### src/rtl/pipe_pkg.sv
// Shared types for the instruction-fetch stage: FSM encoding, bubble word and
// the IF/ID latch bundle.
package pipe_pkg;

    typedef enum logic [1:0] {
        BOOT = 2'd0,
        RUN  = 2'd1,
        HALT = 2'd2
    } fetch_state_e;

    localparam logic [31:0] NOP_WORD = 32'h0000_0000;

    typedef struct packed {
        logic [31:0] instr;
        logic [31:0] pc4;
        logic        valid;
    } if_id_t;

    function automatic if_id_t if_id_bubble(input logic [31:0] nop);
        if_id_t b;
        b.instr = nop;
        b.pc4   = '0;
        b.valid = 1'b0;
        return b;
    endfunction

endpackage

### src/rtl/fetch_controller_if.sv
// Fetch-stage bundle: hazard/redirect inputs, instruction-memory read port,
// IF/ID latch outputs and status/performance counters.
interface fetch_controller_if #(
    parameter int IMEM_AW = 10
);
    logic                stall;
    logic                redirect;
    logic [31:0]         redirect_target;
    logic [IMEM_AW-1:0]  imem_addr;
    logic [31:0]         imem_data;
    logic [31:0]         pc;
    logic [31:0]         if_id_instr;
    logic [31:0]         if_id_pc4;
    logic                if_id_valid;
    logic                halted;
    logic                addr_err;
    logic [31:0]         fetch_count;
    logic [15:0]         stall_count;

    modport master (
        input  stall, redirect, redirect_target, imem_data,
        output imem_addr, pc, if_id_instr, if_id_pc4, if_id_valid,
               halted, addr_err, fetch_count, stall_count
    );

    modport slave (
        output stall, redirect, redirect_target, imem_data,
        input  imem_addr, pc, if_id_instr, if_id_pc4, if_id_valid,
               halted, addr_err, fetch_count, stall_count
    );
endinterface

### src/rtl/fetch_controller_sat_counter.sv
// Up-counter that sticks at all-ones instead of wrapping.
module sat_counter #(
    parameter int WIDTH = 16
) (
    input  logic             clk,
    input  logic             reset,
    input  logic             clear,
    input  logic             inc,
    output logic [WIDTH-1:0] count
);
    localparam logic [WIDTH-1:0] ONE = {{(WIDTH-1){1'b0}}, 1'b1};

    always_ff @(posedge clk or posedge reset) begin
        if (reset)
            count <= '0;
        else if (clear)
            count <= '0;
        else if (inc && (count != '1))
            count <= count + ONE;
    end
endmodule

### src/rtl/fetch_controller.sv
// Instruction-fetch sequencer: owns the PC, loads the IF/ID latch, and handles
// stalls, redirects with flush, end-of-program halt and fetch/stall counters.
//
//   state | meaning
//   BOOT  | one cycle after reset, IF/ID holds a bubble, pc = 0
//   RUN   | fetching: redirect > stall > sequential fetch
//   HALT  | last word fetched or bad target; bubbles only, wait for redirect
module fetch_controller
    import pipe_pkg::*;
#(
    parameter int                 IMEM_AW   = 10,
    parameter logic [IMEM_AW-1:0] LAST_ADDR = 10'h100,
    parameter logic [31:0]        NOP_WORD  = pipe_pkg::NOP_WORD
) (
    input  logic               clk,
    input  logic               reset,
    fetch_controller_if.master bus
);
    localparam logic [31:0] LAST_PC = 32'(LAST_ADDR);

    fetch_state_e state, state_nxt;
    logic [31:0]  pc, pc_nxt;
    if_id_t       if_id, if_id_nxt;
    logic         err, err_nxt;
    logic         fetch_inc, stall_inc;

    logic [31:0]  pc_plus4;
    logic [31:0]  target_aligned;
    logic         target_misaligned;
    logic         target_out_of_range;
    if_id_t       bubble;
    if_id_t       fetched;

    assign pc_plus4            = pc + 32'd4;
    assign target_aligned      = {bus.redirect_target[31:2], 2'b00};
    assign target_misaligned   = |bus.redirect_target[1:0];
    assign target_out_of_range = |bus.redirect_target[31:IMEM_AW];
    assign bubble              = if_id_bubble(NOP_WORD);

    always_comb begin
        fetched.instr = bus.imem_data;
        fetched.pc4   = pc_plus4;
        fetched.valid = 1'b1;
    end

    always_ff @(posedge clk or posedge reset) begin
        if (reset) begin
            state <= BOOT;
            pc    <= '0;
            if_id <= bubble;
            err   <= 1'b0;
        end else begin
            state <= state_nxt;
            pc    <= pc_nxt;
            if_id <= if_id_nxt;
            err   <= err_nxt;
        end
    end

    always_comb begin
        state_nxt = state;
        pc_nxt    = pc;
        if_id_nxt = if_id;
        err_nxt   = err;
        fetch_inc = 1'b0;
        stall_inc = 1'b0;
        case (state)
            BOOT: begin
                if_id_nxt = bubble;
                pc_nxt    = '0;
                state_nxt = RUN;
            end
            RUN: begin
                if (bus.redirect) begin
                    if_id_nxt = bubble;
                    if (target_out_of_range) begin
                        err_nxt   = 1'b1;
                        state_nxt = HALT;
                    end else begin
                        pc_nxt  = target_aligned;
                        err_nxt = err | target_misaligned;
                    end
                end else if (bus.stall) begin
                    stall_inc = 1'b1;
                end else begin
                    if_id_nxt = fetched;
                    fetch_inc = 1'b1;
                    if (pc == LAST_PC)
                        state_nxt = HALT;
                    else
                        pc_nxt = pc_plus4;
                end
            end
            HALT: begin
                if_id_nxt = bubble;
                // A branch resolved after the halting fetch may still pull us back.
                if (bus.redirect) begin
                    if (target_out_of_range) begin
                        err_nxt = 1'b1;
                    end else begin
                        pc_nxt    = target_aligned;
                        err_nxt   = err | target_misaligned;
                        state_nxt = RUN;
                    end
                end
            end
            default: begin
                state_nxt = BOOT;
            end
        endcase
    end

    sat_counter #(.WIDTH(32)) u_fetch_count (
        .clk   (clk),
        .reset (reset),
        .clear (1'b0),
        .inc   (fetch_inc),
        .count (bus.fetch_count)
    );

    sat_counter #(.WIDTH(16)) u_stall_count (
        .clk   (clk),
        .reset (reset),
        .clear (1'b0),
        .inc   (stall_inc),
        .count (bus.stall_count)
    );

    assign bus.pc          = pc;
    assign bus.imem_addr   = pc[IMEM_AW-1:0];
    assign bus.if_id_instr = if_id.instr;
    assign bus.if_id_pc4   = if_id.pc4;
    assign bus.if_id_valid = if_id.valid;
    assign bus.halted      = (state == HALT);
    assign bus.addr_err    = err;
endmodule

### src/flat_wrapper.sv
// flat-port wrapper written by rule: the top's interface ports become plain ports
module fetch_controller_flat import pipe_pkg::*;
#(
    parameter int                 IMEM_AW   = 10,
    parameter logic [IMEM_AW-1:0] LAST_ADDR = 10'h100,
    parameter logic [31:0]        NOP_WORD  = pipe_pkg::NOP_WORD
)
  (clk, reset, bus_stall, bus_redirect, bus_redirect_target, bus_imem_data, bus_imem_addr, bus_pc, bus_if_id_instr, bus_if_id_pc4, bus_if_id_valid, bus_halted, bus_addr_err, bus_fetch_count, bus_stall_count);
  fetch_controller_if #(.IMEM_AW(IMEM_AW)) bus_i ();
  input  logic clk;
  input  logic reset;
  input wire logic [$bits(bus_i.stall)-1:0] bus_stall;
  input wire logic [$bits(bus_i.redirect)-1:0] bus_redirect;
  input wire logic [$bits(bus_i.redirect_target)-1:0] bus_redirect_target;
  input wire logic [$bits(bus_i.imem_data)-1:0] bus_imem_data;
  output wire logic [$bits(bus_i.imem_addr)-1:0] bus_imem_addr;
  output wire logic [$bits(bus_i.pc)-1:0] bus_pc;
  output wire logic [$bits(bus_i.if_id_instr)-1:0] bus_if_id_instr;
  output wire logic [$bits(bus_i.if_id_pc4)-1:0] bus_if_id_pc4;
  output wire logic [$bits(bus_i.if_id_valid)-1:0] bus_if_id_valid;
  output wire logic [$bits(bus_i.halted)-1:0] bus_halted;
  output wire logic [$bits(bus_i.addr_err)-1:0] bus_addr_err;
  output wire logic [$bits(bus_i.fetch_count)-1:0] bus_fetch_count;
  output wire logic [$bits(bus_i.stall_count)-1:0] bus_stall_count;
  assign bus_i.stall = bus_stall;
  assign bus_i.redirect = bus_redirect;
  assign bus_i.redirect_target = bus_redirect_target;
  assign bus_i.imem_data = bus_imem_data;
  assign bus_imem_addr = bus_i.imem_addr;
  assign bus_pc = bus_i.pc;
  assign bus_if_id_instr = bus_i.if_id_instr;
  assign bus_if_id_pc4 = bus_i.if_id_pc4;
  assign bus_if_id_valid = bus_i.if_id_valid;
  assign bus_halted = bus_i.halted;
  assign bus_addr_err = bus_i.addr_err;
  assign bus_fetch_count = bus_i.fetch_count;
  assign bus_stall_count = bus_i.stall_count;
  fetch_controller #(.IMEM_AW(IMEM_AW), .LAST_ADDR(LAST_ADDR), .NOP_WORD(NOP_WORD)) u_core (.clk(clk), .reset(reset), .bus(bus_i));
endmodule
### config.mk
export PLATFORM = sky130hd
export DESIGN_NAME = fetch_controller_flat
export DESIGN_NICKNAME = d
export VERILOG_FILES = /design/src/rtl/pipe_pkg.sv /design/src/rtl/fetch_controller_if.sv /design/src/rtl/fetch_controller_sat_counter.sv /design/src/rtl/fetch_controller.sv /design/src/flat_wrapper.sv
export SDC_FILE = /design/constraint.sdc
export NUM_CORES = 1
export LEC_CHECK = 0
export ABC_CLOCK_PERIOD_IN_PS = 4300
export CORE_MARGIN = 3
export CORE_UTILIZATION = 42
export CTS_BUF_LIST = sky130_fd_sc_hd__clkbuf_16
export CTS_CLUSTER_SIZE = 10
export DETAILED_ROUTE_END_ITERATION = 10
export GPL_TIMING_DRIVEN = 0
export PLACE_DENSITY = 0.77
export SLEW_MARGIN = 20
export SYNTH_ARGS = -nofsm -noshare
export SYNTH_HDL_FRONTEND = slang
export SYNTH_SLANG_ARGS = --single-unit
### constraint.sdc
create_clock -name clk -period 4.3 [get_ports clk]
set_input_delay 0.645 -clock clk [delete_from_list [all_inputs] [get_ports clk]]
set_output_delay 0.645 -clock clk [all_outputs]
set_load 0.005 [all_outputs]
==> run_results.csv, run 1 <==
group,metric,value,unit
timing,skew,0.00706,ns
outcome,status,"finished clean",
routing,wire_per_inst,17.7,um
yosys,synth_top_family_by_area,"simple AND/OR/NAND/NOR gates",
power_and_ir_drop,p_leak,0.00435,uW
routing,dr_total_vias,6334,
setup_path,r2r_cells,8,
setup_path,crit_path_max_fanout,10,
cts,cts_hold_buffers,0,
global_route,grt_pass1_vias,6366,
setup_path,required,4.63,ns
global_route,grt_usage,22.1,%
cts,clk_pin_slew,0.06,ns
cts,cts_buffers,17,
yosys,ys_ff_latch,148,
die,core.rowCount,47,
min_path,whs_path_depth,1,
timing,max-slew-margin-rel,38.7,%
timing,setup_violations,0,
yosys,yosysTopAreaCell,"dfrtp_1",
yosys,synth-simple-area-share,17.6,%
cts,clock-sinks,148,
yosys,synthMuxAreaShare,1.03,%
power_and_ir_drop,swShare,33.7,%
yosys,ys_types,54,
power_and_ir_drop,p_seq_share,37.3,%
placement,place_hpwl,15400,um
cells_and_area,area_delta_synth_final,44.3,%
yosys,synth_edf_count,0,
global_route,overflow,0,
routing,drt_first_pass_iters,5,
min_path,min_from,"u_core.bus.addr_err",
die,die-height,137,um
yosys,synth_seq_area_share,51.8,%
die,dieArea,0.0186,sq mm
setup_path,worstPathArrival,3.18,ns
timing,hold_viol,0,
cts,cts_root_buf,"clkbuf_16",
power_and_ir_drop,p_int,2980,uW
global_route,grt_pass1_wl,32600,um
yosys,yosysTopAreaCellShare,51.8,%
setup_path,cp-end-kind,"flop",
yosys,synth_xor_area_share,8.94,%
global_route,antenna_found_initial,0,
cts,ctsResizeCount,0,
placement,place_congestion,0.863,
placement,io_buffer_count,224,
yosys,netlist_top_cells_count,"148 x dfrtp_1, 70 x nand2_1, 51 x o21ai_0",
yosys,synth-compound-area-share,15.3,%
setup_path,startpoint_type,"primary input",
power_and_ir_drop,power_density,436,mW/mm^2
cts,htreeDepth,4,
power_and_ir_drop,clkPwrFrac,32.0,%
yosys,async_flop_share,100,%
setup_path,worstSetupPathType,"primary input to flop",
timing,finalSetupTns,0,ns
yosys,synth_nets,768,
timing,max_freq,351,MHz
min_path,hp-class,"flop to flop",
timing,rsz0062_at_grt,"false",
yosys,synth_fa_ha_area_share,1.57,%
die,fp.dieW,137,um
cells_and_area,final_cells,1171,
setup_path,r2r_end,"u_core.bus.pc[19]",
cts,cts_tree,"yes",
timing,period_minus_slack,2.85,ns
timing,tightest_slew,0.912,ns
yosys,syn_inst,691,
job,drv_cap,0,
routing,via_per_inst,5.41,
global_route,grt_max_degree,35,
routing,antenna_left,0,
routing,wl,20700,um
yosys,syn_avg_cell_area,10.4,sq um
cells_and_area,fill_cells,1392,
power_and_ir_drop,combPwrFrac,30.7,%
setup_path,reg2reg_slack,1.50,ns
yosys,yosys_warnings,0,
power_and_ir_drop,irDropWorstVdd,312,uV
die,core_area,0.0166,sq mm
cts,clockBufferDepth,2,
setup_path,setup.worst_path.start,"bus_redirect",
timing,slew_violations,0,
cells_and_area,diodes,0,
cts,postCtsSetupRepairBufs,0,
routing,drt_drc_violations_left,0,
cts,clk_latency,0.42,ns
power_and_ir_drop,p_sw,1520,uW
cells_and_area,final_nets,1015,
timing,post-route-period-util,66.2,%
power_and_ir_drop,total_power,4500,uW
setup_path,reg2reg_from,"u_core.state[1]",
yosys,synthTopCellsByArea,"dfrtp_1 52%, a22o_1 4.7%, xor2_1 4.5%",
min_path,holdPathEnd,"u_core.bus.addr_err",
die,initial_utilization,43.0,%
die,ioPinCount,225,
placement,dp.cells,1139,
yosys,synth_ff_type,"dfrtp_1",
routing,drt_iter0_drc,290,
cells_and_area,drive_above_1_share,8.83,%
yosys,synth.cell_area,0.00715,sq mm
yosys,synth.most_common_cell,"dfrtp_1",
## worst max path at each step
stage	slack, ns	endpoint
floorplan	1.79	u_core.bus.addr_err
global placement	0.44	u_core.bus.if_id_pc4[20]
detailed placement	1.10	u_core.bus.pc[28]
CTS	1.52	u_core.bus.pc[28]
global route	1.20	u_core.bus.pc[19]
finish	1.45	u_core.bus.pc[19]
## layer usage
metal	vias to the layer above	GRT usage, %	share of wire, %
li1	2979	-	-
met1	3065	27.7	41
met2	261	37.4	49
met3	29	6.10	8.6
met4	0	6.61	1.8
met5	-	0	0
## sequential cells by signal, summed over array words and instances (netlist names)
| name | count |
|---|---|
| u_core.bus.addr_err | 1 |
| u_core.bus.if_id_instr | 32 |
| u_core.bus.if_id_pc4 | 32 |
| u_core.bus.if_id_valid | 1 |
| u_core.bus.pc | 32 |
| u_core.state | 2 |
| u_core.u_fetch_count.count | 32 |
| u_core.u_stall_count.count | 16 |
## power groups by stage
| stage | clock network [uW] | registers (uW) | logic [uW] |
|---|---|---|---|
| 2_1_floorplan | 0 | 1690 | 703 |
| 3_3_place_gp | 0 | 1700 | 1350 |
| 3_5_place_dp | 0 | 1700 | 1380 |
| 4_1_cts | 1470 | 1680 | 1390 |
| 5_1_grt | 1540 | 1700 | 1510 |
| 6_report | 1440 | 1680 | 1380 |
## cells in the final DEF (no fill, tap or decap), drive strengths merged, types with 3 or more instances in the layout
| cell | n |
|---|---|
| mux2i | 4 |
| xnor2 | 36 |
| o31ai | 12 |
| and2 | 11 |
| clkdlybuf4s50 | 224 |
| and3 | 16 |
| o21bai | 4 |
| and4 | 9 |
| clkinvlp | 3 |
| inv | 19 |
| o211ai | 3 |
| clkbuf | 34 |
| or3 | 3 |
| ha | 9 |
| nor3 | 13 |
| dfrtp | 148 |
| a21oi | 17 |
| xor2 | 37 |
| clkinv | 5 |
| buf | 28 |
| nand2 | 71 |
| o22ai | 3 |
| o21ai | 62 |
| nor4 | 14 |
| nand2b | 4 |
| nand4 | 20 |
| nand3 | 38 |
| mux2 | 3 |
| a22o | 38 |
| a31oi | 13 |
| nor2 | 32 |
| or2 | 3 |
## worst max-delay path, cell delays in order
cell and delay (ns):
clkdlybuf4s50_1 0.57, nor2b_2 0.24, clkbuf_1 0.43, nand2_1 0.29, nor2_1 0.64, a31oi_1 0.18
a31oi_1 0.20
## final cells by class
type	count	area [sq um]	share of cell area, %
clock buffers	17	425	4.12
inverters	13	52.6	0.509
flip-flops and latches	148	3700	35.9
repair buffers	228	2320	22.5
multi-input cells	489	3180	30.8
plain buffers	41	220	2.13
clock inverters	15	145	1.41
well taps	220	275	2.67
## metrics by stage
| stage | cell area [sq um] | util, % | setup slack [ns] | hold slack, ns |
|---|---|---|---|---|
| floorplan | 7160 | - | 1.79 | 0.459 |
| global placement | 9670 | 58.1 | 0.439 | 0.456 |
| detailed placement | 9750 | 58.6 | 1.10 | 0.455 |
| CTS | 10300 | 62.0 | 1.52 | 0.485 |
| global route | 10300 | 62.0 | 1.20 | 0.513 |
| finish | 10300 | 62.0 | 1.45 | 0.481 |
## cell families (layout without fill, tap and decap cells)
| kind of cell | Yosys count | in the layout |
|---|---|---|
| AND/OR/NAND/NOR | 239 | 239 |
| multiplexers | 7 | 7 |
| buffers and inverters | 54 | 314 |
| AO/OA/AOI/OAI | 161 | 161 |
| adder cells (fa/ha/maj) | 9 | 9 |
| flip-flops | 148 | 148 |
| XOR/XNOR | 73 | 73 |
Note: power is estimated with default switching activity, not from simulation.
==> run 2: changes to the inputs <==
- ABC_CLOCK_PERIOD_IN_PS: 4300 -> 2500
- clock period: 4.3 -> 2.5 ns (I/O delays scaled with it)
==> run_results.csv, run 2 (synthesis results as in run 1) <==
group,metric,value,unit
timing,rsz0062_at_grt,"true",
placement,place_congestion,0.863,
setup_path,cp_common_cell,"nand2_1",
outcome,status,"finished clean",
routing,drt_iter0_drc,358,
global_route,grt_pass1_vias,6376,
setup_path,required,2.84,ns
cts,cts_tree,"yes",
power_and_ir_drop,p_leak,0.00446,uW
die,dieArea,0.0186,sq mm
routing,wl,21100,um
timing,period_minus_slack,2.40,ns
die,core.rowCount,47,
setup_path,worstPathArrival,2.74,ns
cells_and_area,area_delta_synth_final,46.6,%
setup_path,cp_slowest_cell,"dfrtp_1",
global_route,grt_max_degree,35,
timing,max-slew-margin-rel,60.0,%
cells_and_area,regArea,0.00370,sq mm
setup_path,path_cells,"ha_1 > and3_1 > nand2_1 > nor3_1 > nand2_1 > xor2_1 > o21ai_0",
placement,place_hpwl,15400,um
die,ioPinCount,225,
routing,wire_per_inst,17.9,um
timing,slew_violations,0,
routing,via_per_inst,5.43,
cts,clk_latency,0.42,ns
cells_and_area,multi_input_area,0.00326,sq mm
setup_path,startpoint_type,"flop",
routing,dr_total_vias,6403,
setup_path,crit_buf_inv,0,
global_route,grt_pass1_wl,32800,um
cts,cts_hold_buffers,0,
cts,clock-sinks,148,
cts,clockBufferDepth,2,
power_and_ir_drop,power_density,755,mW/mm^2
placement,io_buffer_count,224,
timing,post-route-period-util,95.9,%
global_route,antenna_found_initial,0,
routing,drt_drc_violations_left,0,
setup_path,cp-end-kind,"flop",
cells_and_area,finalCoreUtilization,63.0,%
cells_and_area,diodes,0,
global_route,grt_usage,22.3,%
cts,htreeDepth,4,
cells_and_area,layout_commonest_cell,"clkdlybuf4s50_1",
cts,cts_root_buf,"clkbuf_16",
die,fp.dieW,137,um
timing,whs,0.357,ns
timing,skew,0.00758,ns
die,initial_utilization,43.0,%
power_and_ir_drop,irDropWorstVdd,541,uV
job,drv_cap,0,
setup_path,worstSetupPathType,"flop to flop",
setup_path,cpPeakStageDelay,0.50,ns
setup_path,cpLargestDelayFamily,"simple AND/OR/NAND/NOR gates",
cells_and_area,drive_above_1_share,12.2,%
timing,max_freq,417,MHz
cts,clk_pin_slew,0.07,ns
min_path,hp-class,"primary input to async pin",
routing,antenna_left,0,
die,die-height,137,um
cells_and_area,fill_cells,1371,
cells_and_area,final_nets,1024,
die,core_area,0.0166,sq mm
cells_and_area,layout_common_cells,"224 x clkdlybuf4s50_1, 148 x dfrtp_1, 70 x nand2_1",
timing,tightest_slew,0.596,ns
cts,cts_buffers,17,
timing,hold_viol,0,
global_route,overflow,0,
setup_path,crit_path_max_fanout,8,
routing,drt_first_pass_iters,5,
timing,finalSetupTns,0,ns
timing,setup_violations,0,
==> run 2: cell types whose count changed in the layout (fill, tap and decap cells not counted), sizes merged <==
| cell | change |
|---|---|
| buf | +9 |
| clkinv | -1 |
| clkinvlp | +1 |
==> run 2: metrics by stage <==
step	cell area [sq um]	instances	setup slack, ns	power, uW
final	10500	1180	0.104	7920
after global routing	10500	1180	-0.0463	8330
after CTS	10400	1174	-0.0102	7860
after detailed placement	9750	1139	-0.431	5300
after global placement	9670	1135	-1.09	5240
after floorplan	7160	691	0.264	4120
==> run 2: timing repair <==
item                                    CTS  global route
setup buffers                             3             6
endpoints found under the setup margin   77            92
cloned                                    0             0
resized for setup                         8            31
pin swaps                                 1             5
==> run 2: power breakdown <==
group | switching (uW) | total (uW) | internal, uW | leakage, uW
clock network | 1080 | 2480 | 1400 | 0.000278
logic | 1370 | 2540 | 1180 | 0.00216
registers | 232 | 2890 | 2660 | 0.00202
==> run 2: path summary, 6_finish.rpt <==
path                                      from                       endpoint  slack, ns  cells after the start
setup / recovery              u_core.bus.pc[2]       u_core.bus.if_id_pc4[30]       0.10                      7
hold / removal                           reset  u_core.u_fetch_count.count[4]       0.36                      2
setup reg to reg              u_core.bus.pc[2]       u_core.bus.if_id_pc4[30]       0.10                      7
hold reg to reg            u_core.bus.addr_err            u_core.bus.addr_err       0.48                      1
max in group asynchronous                reset              u_core.bus.pc[11]       1.35                      4
min in group clk           u_core.bus.addr_err            u_core.bus.addr_err       0.48                      1
==> run 2: layout make-up <==
| class | instances | area share [%] |
|---|---|---|
| Clock buffer | 17 | 4.06 |
| Inverter | 13 | 0.537 |
| Sequential cell | 148 | 35.3 |
| Buffer | 41 | 2.25 |
| Multi-Input combinational cell | 489 | 31.1 |
| Tap cell | 220 | 2.62 |
| Timing Repair Buffer | 237 | 22.8 |
| Clock inverter | 15 | 1.38 |
==> run 2: per-layer routing <==
metal	share of wire, %	global-route usage [%]	up-vias
met5	0	0	-
met4	1.9	6.55	0
met3	8.7	6.07	29
met2	49	37.8	269
met1	41	27.8	3103
li1	-	-	3002
